File: config.mk
export PLATFORM = sky130hd
export DESIGN_NAME = scoreboard_controller
export DESIGN_NICKNAME = d
export VERILOG_FILES = /design/src/rtl/scoreboard_controller.sv
export SDC_FILE = /design/constraint.sdc
export NUM_CORES = 1
export LEC_CHECK = 0
export ABC_AREA = 0
export BUFFER_PORTS_ARGS = -buffer_cell sky130_fd_sc_hd__buf_2
export CAP_MARGIN = 20
export CORE_MARGIN = 3
export CORE_UTILIZATION = 64
export CTS_CLUSTER_SIZE = 20
export DETAILED_ROUTE_END_ITERATION = 7
export GPL_ROUTABILITY_DRIVEN = 0
export PLACE_DENSITY = 0.85
export SKIP_CTS_REPAIR_TIMING = 1
export SLEW_MARGIN = 10
export SYNTH_ARGS = -nofsm -noshare
export SYNTH_HDL_FRONTEND = slang
export SYNTH_SLANG_ARGS = --single-unit
File: constraint.sdc
create_clock -name clk_1khz -period 4.9 [get_ports clk_1khz]
set_input_delay 0.49 -clock clk_1khz [delete_from_list [all_inputs] [get_ports clk_1khz]]
set_output_delay 0.49 -clock clk_1khz [all_outputs]
set_load 0.05 [all_outputs]
File: src/rtl/scoreboard_controller.sv
// -----------------------------------------------------------------------------
// scoreboard_controller
//
// Purpose:
//   Holds two two-digit BCD scores, one for player A and one for player B.
//   Count-up and count-down pulses come from the pushbutton processors. Only a
//   rising edge counts as a request; holding an input high adds nothing more.
//   Each player has a 1-deep pending slot. One shared BCD inc/dec unit serves
//   the slots, with round-robin arbitration when both are waiting. The block
//   also reports which player, if any, has reached WIN_SCORE.
//
// Optional feature:
//   SCOREBOARD_CLEAR_EN  when defined, adds clear_i. A rising edge on clear_i
//                        zeroes both scores and both slots. When undefined,
//                        there is no clear port and no clear logic.
//
// Parameters:
//   WIN_SCORE        binary score (1..99) that wins the game
//
// Ports:
//   clk_1khz         system clock, 1 kHz
//   rst_i            synchronous active-high reset
//   up_a_i/down_a_i  player A count-up / count-down pulses (multi-cycle high)
//   up_b_i/down_b_i  player B count-up / count-down pulses
//   clear_i          score clear request (SCOREBOARD_CLEAR_EN only)
//   score_a_*_o      player A tens / ones BCD digits
//   score_b_*_o      player B tens / ones BCD digits
//   winner_o         00 none, 01 player A, 10 player B
//   busy_o           high whenever the FSM is outside IDLE
//
// FSM states:
//   state    | meaning
//   ---------+---------------------------------------------------------------
//   ST_IDLE  | waiting; grants a pending slot (or a pending clear)
//   ST_CALC  | computes the next BCD value of the granted score
//   ST_WRITE | commits the result (or the clear) and re-evaluates winner_o
// -----------------------------------------------------------------------------
module scoreboard_controller #(
    parameter int unsigned WIN_SCORE = 21
) (
    input  logic       clk_1khz,
    input  logic       rst_i,
    input  logic       up_a_i,
    input  logic       down_a_i,
    input  logic       up_b_i,
    input  logic       down_b_i,
`ifdef SCOREBOARD_CLEAR_EN
    input  logic       clear_i,
`endif
    output logic [3:0] score_a_tens_o,
    output logic [3:0] score_a_ones_o,
    output logic [3:0] score_b_tens_o,
    output logic [3:0] score_b_ones_o,
    output logic [1:0] winner_o,
    output logic       busy_o
);

    typedef enum logic [1:0] {
        ST_IDLE  = 2'd0,
        ST_CALC  = 2'd1,
        ST_WRITE = 2'd2
    } state_t;

    localparam logic [6:0] WIN_VAL = 7'(WIN_SCORE);

    // Binary value of a two-digit BCD number. The widest result is 99, so
    // 7 bits are enough.
    function automatic logic [6:0] bcd_value(input logic [3:0] tens,
                                             input logic [3:0] ones);
        return ({3'b000, tens} * 7'd10) + {3'b000, ones};
    endfunction

    state_t      state_q, state_d;

    // Previous request levels: [0] up_a, [1] down_a, [2] up_b, [3] down_b.
    logic [3:0]  edge_q, edge_d;
    logic [3:0]  rise;

    logic        slot_a_vld_q, slot_a_vld_d;
    logic        slot_a_up_q,  slot_a_up_d;
    logic        slot_b_vld_q, slot_b_vld_d;
    logic        slot_b_up_q,  slot_b_up_d;

    // 1 = player B received the most recent grant.
    logic        last_b_q, last_b_d;
    logic        gnt_b_q,  gnt_b_d;
    logic        gnt_up_q, gnt_up_d;

    logic [3:0]  res_tens_q, res_tens_d;
    logic [3:0]  res_ones_q, res_ones_d;

    logic [3:0]  a_tens_q, a_tens_d;
    logic [3:0]  a_ones_q, a_ones_d;
    logic [3:0]  b_tens_q, b_tens_d;
    logic [3:0]  b_ones_q, b_ones_d;
    logic [1:0]  winner_q, winner_d;

`ifdef SCOREBOARD_CLEAR_EN
    logic        clr_prev_q, clr_prev_d;
    logic        clr_pend_q, clr_pend_d;
    logic        op_clr_q,   op_clr_d;
`endif

    // Combinational helpers for the IDLE grant and the CALC step.
    logic        take_a;
    logic        take_b;
    logic        flush;
    logic        pick_b;
    logic        pick_up;
    logic [3:0]  cur_tens;
    logic [3:0]  cur_ones;

    assign rise = {down_b_i, up_b_i, down_a_i, up_a_i} & ~edge_q;

    always_comb begin
        state_d      = state_q;
        edge_d       = {down_b_i, up_b_i, down_a_i, up_a_i};
        slot_a_vld_d = slot_a_vld_q;
        slot_a_up_d  = slot_a_up_q;
        slot_b_vld_d = slot_b_vld_q;
        slot_b_up_d  = slot_b_up_q;
        last_b_d     = last_b_q;
        gnt_b_d      = gnt_b_q;
        gnt_up_d     = gnt_up_q;
        res_tens_d   = res_tens_q;
        res_ones_d   = res_ones_q;
        a_tens_d     = a_tens_q;
        a_ones_d     = a_ones_q;
        b_tens_d     = b_tens_q;
        b_ones_d     = b_ones_q;
        winner_d     = winner_q;
        take_a       = 1'b0;
        take_b       = 1'b0;
        flush        = 1'b0;
        pick_b       = 1'b0;
        pick_up      = 1'b0;
        cur_tens     = gnt_b_q ? b_tens_q : a_tens_q;
        cur_ones     = gnt_b_q ? b_ones_q : a_ones_q;
`ifdef SCOREBOARD_CLEAR_EN
        clr_prev_d   = clear_i;
        clr_pend_d   = clr_pend_q;
        op_clr_d     = op_clr_q;
`endif

        unique case (state_q)
            ST_IDLE: begin
`ifdef SCOREBOARD_CLEAR_EN
                if (clr_pend_q) begin
                    // A clear beats both player slots and needs no CALC.
                    clr_pend_d = 1'b0;
                    op_clr_d   = 1'b1;
                    state_d    = ST_WRITE;
                end else
`endif
                if (slot_a_vld_q || slot_b_vld_q) begin
                    // When both slots wait, the player not granted last wins.
                    pick_b   = slot_b_vld_q && (!slot_a_vld_q || !last_b_q);
                    pick_up  = pick_b ? slot_b_up_q : slot_a_up_q;
                    take_a   = !pick_b;
                    take_b   = pick_b;
                    last_b_d = pick_b;
                    // Once a winner exists, up requests are swallowed here.
                    // Down requests still go through so a correction can
                    // revoke the win.
                    if (!(pick_up && (winner_q != 2'b00))) begin
                        gnt_b_d  = pick_b;
                        gnt_up_d = pick_up;
                        state_d  = ST_CALC;
`ifdef SCOREBOARD_CLEAR_EN
                        op_clr_d = 1'b0;
`endif
                    end
                end
            end

            ST_CALC: begin
                res_tens_d = cur_tens;
                res_ones_d = cur_ones;
                if (gnt_up_q) begin
                    if (!(cur_tens == 4'd9 && cur_ones == 4'd9)) begin
                        if (cur_ones == 4'd9) begin
                            res_ones_d = 4'd0;
                            res_tens_d = cur_tens + 4'd1;
                        end else begin
                            res_ones_d = cur_ones + 4'd1;
                        end
                    end
                end else begin
                    if (!(cur_tens == 4'd0 && cur_ones == 4'd0)) begin
                        if (cur_ones == 4'd0) begin
                            res_ones_d = 4'd9;
                            res_tens_d = cur_tens - 4'd1;
                        end else begin
                            res_ones_d = cur_ones - 4'd1;
                        end
                    end
                end
                state_d = ST_WRITE;
            end

            ST_WRITE: begin
`ifdef SCOREBOARD_CLEAR_EN
                if (op_clr_q) begin
                    a_tens_d = 4'd0;
                    a_ones_d = 4'd0;
                    b_tens_d = 4'd0;
                    b_ones_d = 4'd0;
                    flush    = 1'b1;
                end else
`endif
                if (gnt_b_q) begin
                    b_tens_d = res_tens_q;
                    b_ones_d = res_ones_q;
                end else begin
                    a_tens_d = res_tens_q;
                    a_ones_d = res_ones_q;
                end
                // Evaluated on the scores being written, so winner_o changes
                // on the same edge as the score.
                if (bcd_value(a_tens_d, a_ones_d) >= WIN_VAL) begin
                    winner_d = 2'b01;
                end else if (bcd_value(b_tens_d, b_ones_d) >= WIN_VAL) begin
                    winner_d = 2'b10;
                end else begin
                    winner_d = 2'b00;
                end
                state_d = ST_IDLE;
            end

            default: state_d = ST_IDLE;
        endcase

        // Slot capture. Up and down rising together cancel. An edge is dropped
        // when the slot is already full, and also on the edge where the slot
        // is being granted or flushed.
        if (take_a || flush) begin
            slot_a_vld_d = 1'b0;
        end else if (!slot_a_vld_q && (rise[0] ^ rise[1])) begin
            slot_a_vld_d = 1'b1;
            slot_a_up_d  = rise[0];
        end

        if (take_b || flush) begin
            slot_b_vld_d = 1'b0;
        end else if (!slot_b_vld_q && (rise[2] ^ rise[3])) begin
            slot_b_vld_d = 1'b1;
            slot_b_up_d  = rise[2];
        end

`ifdef SCOREBOARD_CLEAR_EN
        // A new clear edge wins over the consume in IDLE, so it is never lost.
        if (clear_i && !clr_prev_q) begin
            clr_pend_d = 1'b1;
        end
`endif
    end

    always_ff @(posedge clk_1khz) begin
        if (rst_i) begin
            state_q      <= ST_IDLE;
            edge_q       <= 4'b0000;
            slot_a_vld_q <= 1'b0;
            slot_a_up_q  <= 1'b0;
            slot_b_vld_q <= 1'b0;
            slot_b_up_q  <= 1'b0;
            last_b_q     <= 1'b1;
            gnt_b_q      <= 1'b0;
            gnt_up_q     <= 1'b0;
            res_tens_q   <= 4'd0;
            res_ones_q   <= 4'd0;
            a_tens_q     <= 4'd0;
            a_ones_q     <= 4'd0;
            b_tens_q     <= 4'd0;
            b_ones_q     <= 4'd0;
            winner_q     <= 2'b00;
`ifdef SCOREBOARD_CLEAR_EN
            clr_prev_q   <= 1'b0;
            clr_pend_q   <= 1'b0;
            op_clr_q     <= 1'b0;
`endif
        end else begin
            state_q      <= state_d;
            edge_q       <= edge_d;
            slot_a_vld_q <= slot_a_vld_d;
            slot_a_up_q  <= slot_a_up_d;
            slot_b_vld_q <= slot_b_vld_d;
            slot_b_up_q  <= slot_b_up_d;
            last_b_q     <= last_b_d;
            gnt_b_q      <= gnt_b_d;
            gnt_up_q     <= gnt_up_d;
            res_tens_q   <= res_tens_d;
            res_ones_q   <= res_ones_d;
            a_tens_q     <= a_tens_d;
            a_ones_q     <= a_ones_d;
            b_tens_q     <= b_tens_d;
            b_ones_q     <= b_ones_d;
            winner_q     <= winner_d;
`ifdef SCOREBOARD_CLEAR_EN
            clr_prev_q   <= clr_prev_d;
            clr_pend_q   <= clr_pend_d;
            op_clr_q     <= op_clr_d;
`endif
        end
    end

    assign score_a_tens_o = a_tens_q;
    assign score_a_ones_o = a_ones_q;
    assign score_b_tens_o = b_tens_q;
    assign score_b_ones_o = b_ones_q;
    assign winner_o       = winner_q;
    assign busy_o         = (state_q != ST_IDLE);

endmodule

# Word-level counts from Yosys, hierarchy flattened
# Cells that the tools add are included.
# totals
register_bits	39
out_inout_bits	19
elab_cells	93
# op_classes
add_sub_neg	6
mul	2
magnitude_cmp	2
eq_ne	6
mux	30
bitwise_logic	7
reduce_logical	24
# ops
operator	count
$mux 4	20
$add 7x4->7	2
$ge 7x5->1 const B	2
$mul 4x3->6 const B	2
$add 4x1->4 const B	2
$eq 4x4->1 const B	2
$logic_not 4->1	2
$mux 2	4
$reduce_and 2->1	4
$sub 4x1->4 const B	2
$logic_and 1x1->1	6
$mux 1	5
$and 4x4->4	1
$logic_not 1->1	4
$ne 2x2->1 const B	2
$not 4->4	1
$pmux 2 s2	1
$reduce_bool 2->1	2
$reduce_or 2->1	2
$not 1->1	3
$reduce_and 3->1	1
$eq 2x1->1 const B	1
$eq 2x2->1 const B	1
$logic_not 2->1	1
other kinds (2)	4

# Longest topological paths before layout
# Gate-level depths: netlist (run 1).
# depth
depth_word	8
depth_mapped	13
ltp_nobuf	10

# Least setup slack after synthesis (run 1)
# No wires, ideal clock.
# synth_timing
kind	reg2reg
start	register gnt_b_q
end	register winner_q[1] (netlist: winner_o[1])
setup_ps	88
arrival_time_ps	3196
required_time_ps	4812
path_slack_ps	1616
stages_incl_launch_ff	14
path_buffers	4
path_cell_list	dfxtp_1 -> buf_6 -> buf_6 -> buf_6 -> buf_2 -> mux2_2 -> ha_1 -> fa_1 -> xnor2_1 -> o211a_1 -> maj3_2 -> o22ai_2 -> o2111ai_1 -> o32ai_2
# synth_via
elab_chain_len	7
elab_cells_between_ends	16
# synth_lines
item	line_no	source
from (decl)	86	logic gnt_b_q, gnt_b_d;
from (signal assigned)	289	gnt_b_q <= gnt_b_d;
$mux 4	211	if (gnt_b_q) begin
$mux 4	145	unique case (state_q)
$mul 4x3->6	70	return ({3'b000, tens} * 7'd10) + {3'b000, ones};
$add 7x4->7	70	
$ge 7x5->1	222	end else if (bcd_value(b_tens_d, b_ones_d) >= WIN_VAL) begin
$mux 2	222	
$mux 2 *	220	if (bcd_value(a_tens_d, a_ones_d) >= WIN_VAL) begin
to (signal assigned)	297	winner_q <= winner_d;
to (decl)	96	logic [1:0] winner_q, winner_d;
# Every way passes the cells marked *; elsewhere a longest branch is shown, timed or not. The select of a mux whose other input is x is not followed.
# A chain may end at the register's enable or synchronous reset.

# Worst setup path in the final report (run 1)
# Same ends and word-level chain as after synthesis.

==> results.ini, run 1 <==
[cells_and_area]
multi_input_comb_area_um2=1819
ff_latch_area_um2=780.7
area_growth_syn_to_layout_pct=9.162
filler_cell_count=312
post_layout_nonfiller_instances=368
finalInstanceArea_um2=2952
antenna-diode-count=0
layout_commonest_cell=dfxtp_1
most-common-layout-cells=dfxtp_1, nor2_1, mux2i_1
fraction_of_final_layout_cells_sized_beyond_drive_strength_1=0.2075
num-nets-final=343

[synth]
yosys.cell_types.count=58
yosys_register_bits=39
synth.avg_cell_area_um2=9.104
synth_async_sr_flop_share=0
synth_cells=297
synth-edff-count=0
netlist.area_leader.share=0.2888
ys_top_cells_by_area=dfxtp_1, mux2i_1, ha_1
post_synth_instance_area_um2=2704
most_area_hungry_cell_type_in_the_yosys_netlist=dfxtp_1
synthesis.nets=323
synth_sequential_area_ratio=0.2888
synth-main-ff-cell=dfxtp_1
yosys_warnings=0

[placement]
placement.io_buffers=24
placedCellCount=360
dp.final_hpwl_mm=4.521
placed_cell_area_um2=2839

[clocking]
later_pin_clock_latency_in_the_skew_report_ns=0.30
clock_tree.root_cell=clkbuf_8
number_of_sinks_handled_by_clock_tree_synthesis=39
clk_path_buf_depth=2
cts_tree=yes
clock_pin_slew_worst_setup_and_hold_paths_ns=0.08
cts_max_level=2
cts-buffers-inserted=5

[detailed_routing]
vias_per_cell=6.114
drc=0
route.detailed.wl_per_inst_um=16.56
drt_iter0_drc=154
first_pass_iters=5
route.vias.total=2250
route.antenna.remaining_nets=0
drt_wl_total_mm=6.093

[die]
ios=25
die_h_um=71
std_cell_rows=23
fp.dieW_um=71
design.core.area_um2=4029
start_util=0.6711
design.die.area_um2=5041

[power_and_ir_drop]
power.density_nw_per_um2=291.6
largest_voltage_drop_on_the_vdd_net_mv=0.2007
power.leakage_nw=1.360

[grt]
grt_antenna_before_repair=0
wire_length_of_the_first_global_routing_pass_mm=10.52
gr_usage_total=0.2618
gr-total-overflow=0
grt_max_degree=38
first_global_vias=2201

[timing]
final-setup-viol-count=0
relSlewSlack=0.4487
shortest_period_the_worst_path_allows_ns=3.413
tightestPinTransition_ns=0.8258
hold_viol=0
achievable-frequency_mhz=293.0
finalClockSkew_ns=0.005952
final.period_utilization=0.6965
timing_max_transition_violations_final=0
setup_tns_ns=0
grt_setup_unrepaired=false

[setup_path]
crit_type=reg2reg
path_delay_family=flip-flops
critical_path.n_buffers_inverters=1
delay_of_the_slowest_cell_on_the_worst_path_ns=0.87
crit_path_start_kind=flop
cpMaxStageDelayCell=dfxtp_1
crit_arrival_ns=3.62
crit_chain=buf_4 > mux2_2 > fa_1 > xnor2_1 > o211a_1 > maj3_2 > o22ai_2 > o2111ai_1 > o32ai_2
worstSetupEndpointType=flop
required_ns=5.11
cp_max_fo=22

[outcome]
outcome=completed

[worst_hold_path]
timing.hold.worst.class=in2reg

[job]
cap_viol_max_count=0

## flip-flops by register name, indices dropped and copies added, names as in the netlist, 2 cells and up
name and flops:
res_ones_q 4, winner_o 2, score_b_tens_o 4, score_a_ones_o 4, score_a_tens_o 4, score_b_ones_o 4, res_tens_q 4, state_q 2
edge_q 4
## worst paths after layout
check / from / end / slack [ns] / cells after the start
worst min-delay path: up_a_i / edge_q[0] / 0.41 / 2
worst min register to register: slot_b_up_q / slot_b_up_q / 0.47 / 2
worst max-delay path: gnt_b_q / winner_o[1] / 1.49 / 9
worst max register to register: gnt_b_q / winner_o[1] / 1.49 / 9
## cells in the mapped netlist, types with 2 or more instances
library cell  instances
mux2i_2               3
xor2_1                5
o211a_1               2
a31oi_1               2
nand3b_1              2
xnor2_1               6
a211oi_1              8
buf_6                 3
a21oi_1              16
nand2b_1              6
mux2_2               16
nand2_1              15
nor2b_1              11
o21ai_0               9
clkbuf_1              8
o211ai_1              2
and3_1                2
mux2i_1              25
nor2_1               38
dfxtp_1              39
nand3_1               3
a22oi_1               2
ha_1                 16
inv_1                 9
o21bai_1              3
nor3b_1               2
a21o_1                4
nor3_1                7
fa_1                  4
## per-layer routing
metal | track usage | wire length (µm) | vias to the layer above
met5 | 0 | 0 | -
met3 | 0.04545 | 310 | 19
li1 | - | - | 1109
met1 | 0.3369 | 2729 | 1061
met2 | 0.4346 | 2884 | 61
met4 | 0.1065 | 168 | 0
## per-stage QoR
stage / hold slack [ns] / power (mW) / utilization / setup WS [ns]
CTS: 0.4090 / 0.8657 / 0.7326 / 1.504
global route: 0.4213 / 0.9046 / 0.7326 / 1.310
finish: 0.4140 / 0.8606 / 0.7326 / 1.487
global placement: 0.4600 / 0.5875 / 0.7009 / 1.635
floorplan: 0.4389 / 0.5553 / - / 1.616
detailed placement: 0.4679 / 0.5971 / 0.7047 / 1.538
## where the power goes
| part | switching, mW | internal, mW | leakage [nW] |
|---|---|---|---|
| clock network | 0.117 | 0.152 | 0.0581 |
| registers | 0.0356 | 0.339 | 0.318 |
| logic | 0.124 | 0.0933 | 0.984 |
| total | 0.276 | 0.584 | 1.36 |
## logic make-up (layout without fill, tap and decap cells)
logic type / Yosys count / count (layout) / synth area share
buffers and inverters: 22 / 43 / 0.03933
xor gates and xnor gates: 12 / 12 / 0.04165
and+or+nand+nor: 96 / 96 / 0.1819
adders and majority gates: 21 / 21 / 0.1078
muxes: 45 / 45 / 0.1800
DFF: 39 / 39 / 0.2888
AOI/OAI and AO/OA: 62 / 62 / 0.1606
## layout make-up
class                      count  area share
multi-input combinational    236      0.6164
sequential                    39      0.2645
timing repair buffer          26     0.04833
clock buffer                   5     0.02331
tap                           50     0.02120
clock inverter                 3     0.01484
inverter                       9     0.01145
Power figures use the tool's default switching activity.
==> run 2: changes to the inputs <==
--- a/config.mk
+++ b/config.mk
@@ -9,11 +9,11 @@
 export BUFFER_PORTS_ARGS = -buffer_cell sky130_fd_sc_hd__buf_2
 export CAP_MARGIN = 20
 export CORE_MARGIN = 3
-export CORE_UTILIZATION = 64
+export CORE_UTILIZATION = 60
 export CTS_CLUSTER_SIZE = 20
 export DETAILED_ROUTE_END_ITERATION = 7
 export GPL_ROUTABILITY_DRIVEN = 0
-export PLACE_DENSITY = 0.85
+export PLACE_DENSITY = 0.8
 export SKIP_CTS_REPAIR_TIMING = 1
 export SLEW_MARGIN = 10
 export SYNTH_ARGS = -nofsm -noshare
==> constraint.sdc (replaced) <==
create_clock -name clk_1khz -period 3.5 [get_ports clk_1khz]
set_input_delay 0.35 -clock clk_1khz [delete_from_list [all_inputs] [get_ports clk_1khz]]
set_output_delay 0.35 -clock clk_1khz [all_outputs]
set_load 0.05 [all_outputs]
==> run 2 against run 1 <==
- clock-buffer cell count is 1 higher
- hold slack got worse by 0.13 ns
- non-clock buffer count grew 1
- register-to-register slack got worse by 1.2 ns
- die area rose by 6.1%
- sequential cell count did not move
- highest routed layer unchanged
- clock skew shrank 0.00072 ns
==> results.ini, run 2 (synthesis results as in run 1) <==
[timing]
hold_viol=0
finalWorstSetupSlack_ns=0.2972
achievable-frequency_mhz=312.2
final-setup-viol-count=0
tightestPinTransition_ns=0.7837
shortest_period_the_worst_path_allows_ns=3.203
setup_tns_ns=0
grt_setup_unrepaired=false
finalClockSkew_ns=0.005228
timing_max_transition_violations_final=0
final.period_utilization=0.9151
relSlewSlack=0.4752

[power_and_ir_drop]
power.density_nw_per_um2=380.2
share_comb_of_total_power=0.284
power.switching_mw=0.3685
p_clk_frac=0.247
sequentialPowerShare=0.468
largest_voltage_drop_on_the_vdd_net_mv=0.2378
p_sw_frac=0.3328
internal-power_mw=0.7386
power.leakage_nw=1.342
finalPower_mw=1.107

[worst_hold_path]
timing.hold.worst.class=in2reg
critical_hold_path_startpoint=down_b_i

[job]
cap_viol_max_count=0

[clocking]
cts_max_level=2
cts-buffers-inserted=5
later_pin_clock_latency_in_the_skew_report_ns=0.29
clk_path_buf_depth=2
number_of_sinks_handled_by_clock_tree_synthesis=39
cts_tree=yes
clock_tree.root_cell=clkbuf_8
clock_pin_slew_worst_setup_and_hold_paths_ns=0.07

[setup_path]
crit_arrival_ns=3.40
worstReg2RegStart=gnt_b_q
critPathMostFrequentCell=ha_1
crit_type=reg2reg
required_ns=3.70
worstSetupEndpointType=flop
cp-startpoint=gnt_b_q
cpMaxStageDelayCell=fa_1
delay_of_the_slowest_cell_on_the_worst_path_ns=0.45
cp_max_fo=18
crit_chain=buf_4 > mux2i_2 > inv_1 > ha_1 > ha_1 > fa_1 > xnor2_2 > xor2_1 > o22ai_2 > o2111ai_1 > o32ai_2
crit_path_start_kind=flop

[placement]
dp.final_hpwl_mm=4.483
placedCellCount=361
placement.io_buffers=24
dpl_worst_slack_ns=0.3641
placed_cell_area_um2=2839

[detailed_routing]
drt_iter0_drc=117
first_pass_iters=4
drc=0
route.antenna.remaining_nets=0
route.vias.total=2248
route.detailed.wl_per_inst_um=16.59
drt_wl_total_mm=6.090
vias_per_cell=6.125

[grt]
grt_antenna_before_repair=0
grt_max_degree=38
wire_length_of_the_first_global_routing_pass_mm=10.32
gr_usage_total=0.2489
gr-total-overflow=0
first_global_vias=2169

[cells_and_area]
area_growth_syn_to_layout_pct=7.682
post_layout_nonfiller_instances=367
num-nets-final=344
layout_commonest_cell=dfxtp_1
most-common-layout-cells=dfxtp_1, nor2_1, mux2i_1
fraction_of_final_layout_cells_sized_beyond_drive_strength_1=0.2019
finalInstanceArea_um2=2912
antenna-diode-count=0

[die]
die_h_um=73.13
ios=25
std_cell_rows=23
design.core.area_um2=4173
fp.dieW_um=73.13
start_util=0.6480
design.die.area_um2=5348

[outcome]
outcome=completed

[run 2: worst max-delay path: cells and delay by family (launching register included)]
| kind | cells | cell delay (ns) |
|---|---|---|
| adders and majority gates | 3 | 0.96 |
| AOI/OAI and AO/OA | 3 | 0.60 |
| DFF | 1 | 0.43 |
| buffers and inverters | 2 | 0.38 |
| xor gates and xnor gates | 2 | 0.37 |
| muxes | 1 | 0.38 |
[run 2: path summary, 6_finish.rpt]
path / slack [ns] / end / cells after the start
worst min register to register: 0.48 / slot_b_up_q / 2
worst max-delay path: 0.30 / winner_o[1] / 11
worst max register to register: 0.30 / winner_o[1] / 11
worst min-delay path: 0.28 / edge_q[3] / 2
[run 2: layout make-up]
cell class              count  area, µm²
inverters                   9      33.78
fillers                   335       1261
repair buffers             27      142.6
well taps                  50      62.56
flip-flops and latches     39      780.7
multi-input cells         236       1819
clock buffers               6      72.57
[run 2: power groups by stage]
stage          Combinational, mW  Clock, mW  Sequential (mW)
2_1_floorplan              0.254          0            0.524
3_3_place_gp               0.302          0            0.526
3_5_place_dp               0.309          0            0.527
4_1_cts                    0.313      0.284            0.517
5_1_grt                    0.348      0.300            0.523
6_report                   0.315      0.274            0.518
[run 2: through the flow]
stage / hold WS (ns) / util
after floorplan: 0.4389 / -
after global placement: 0.4651 / 0.6804
after detailed placement: 0.4730 / 0.6804
after CTS: 0.2768 / 0.6978
after global routing: 0.2955 / 0.6978
final: 0.2814 / 0.6978
[run 2: metal layers]
layer	global-route usage	up-vias	share of wire
met5	0	-	0
met4	0.09836	0	0.024
met3	0.04683	14	0.039
met2	0.4071	64	0.46
met1	0.3217	1062	0.48
li1	-	1108	-
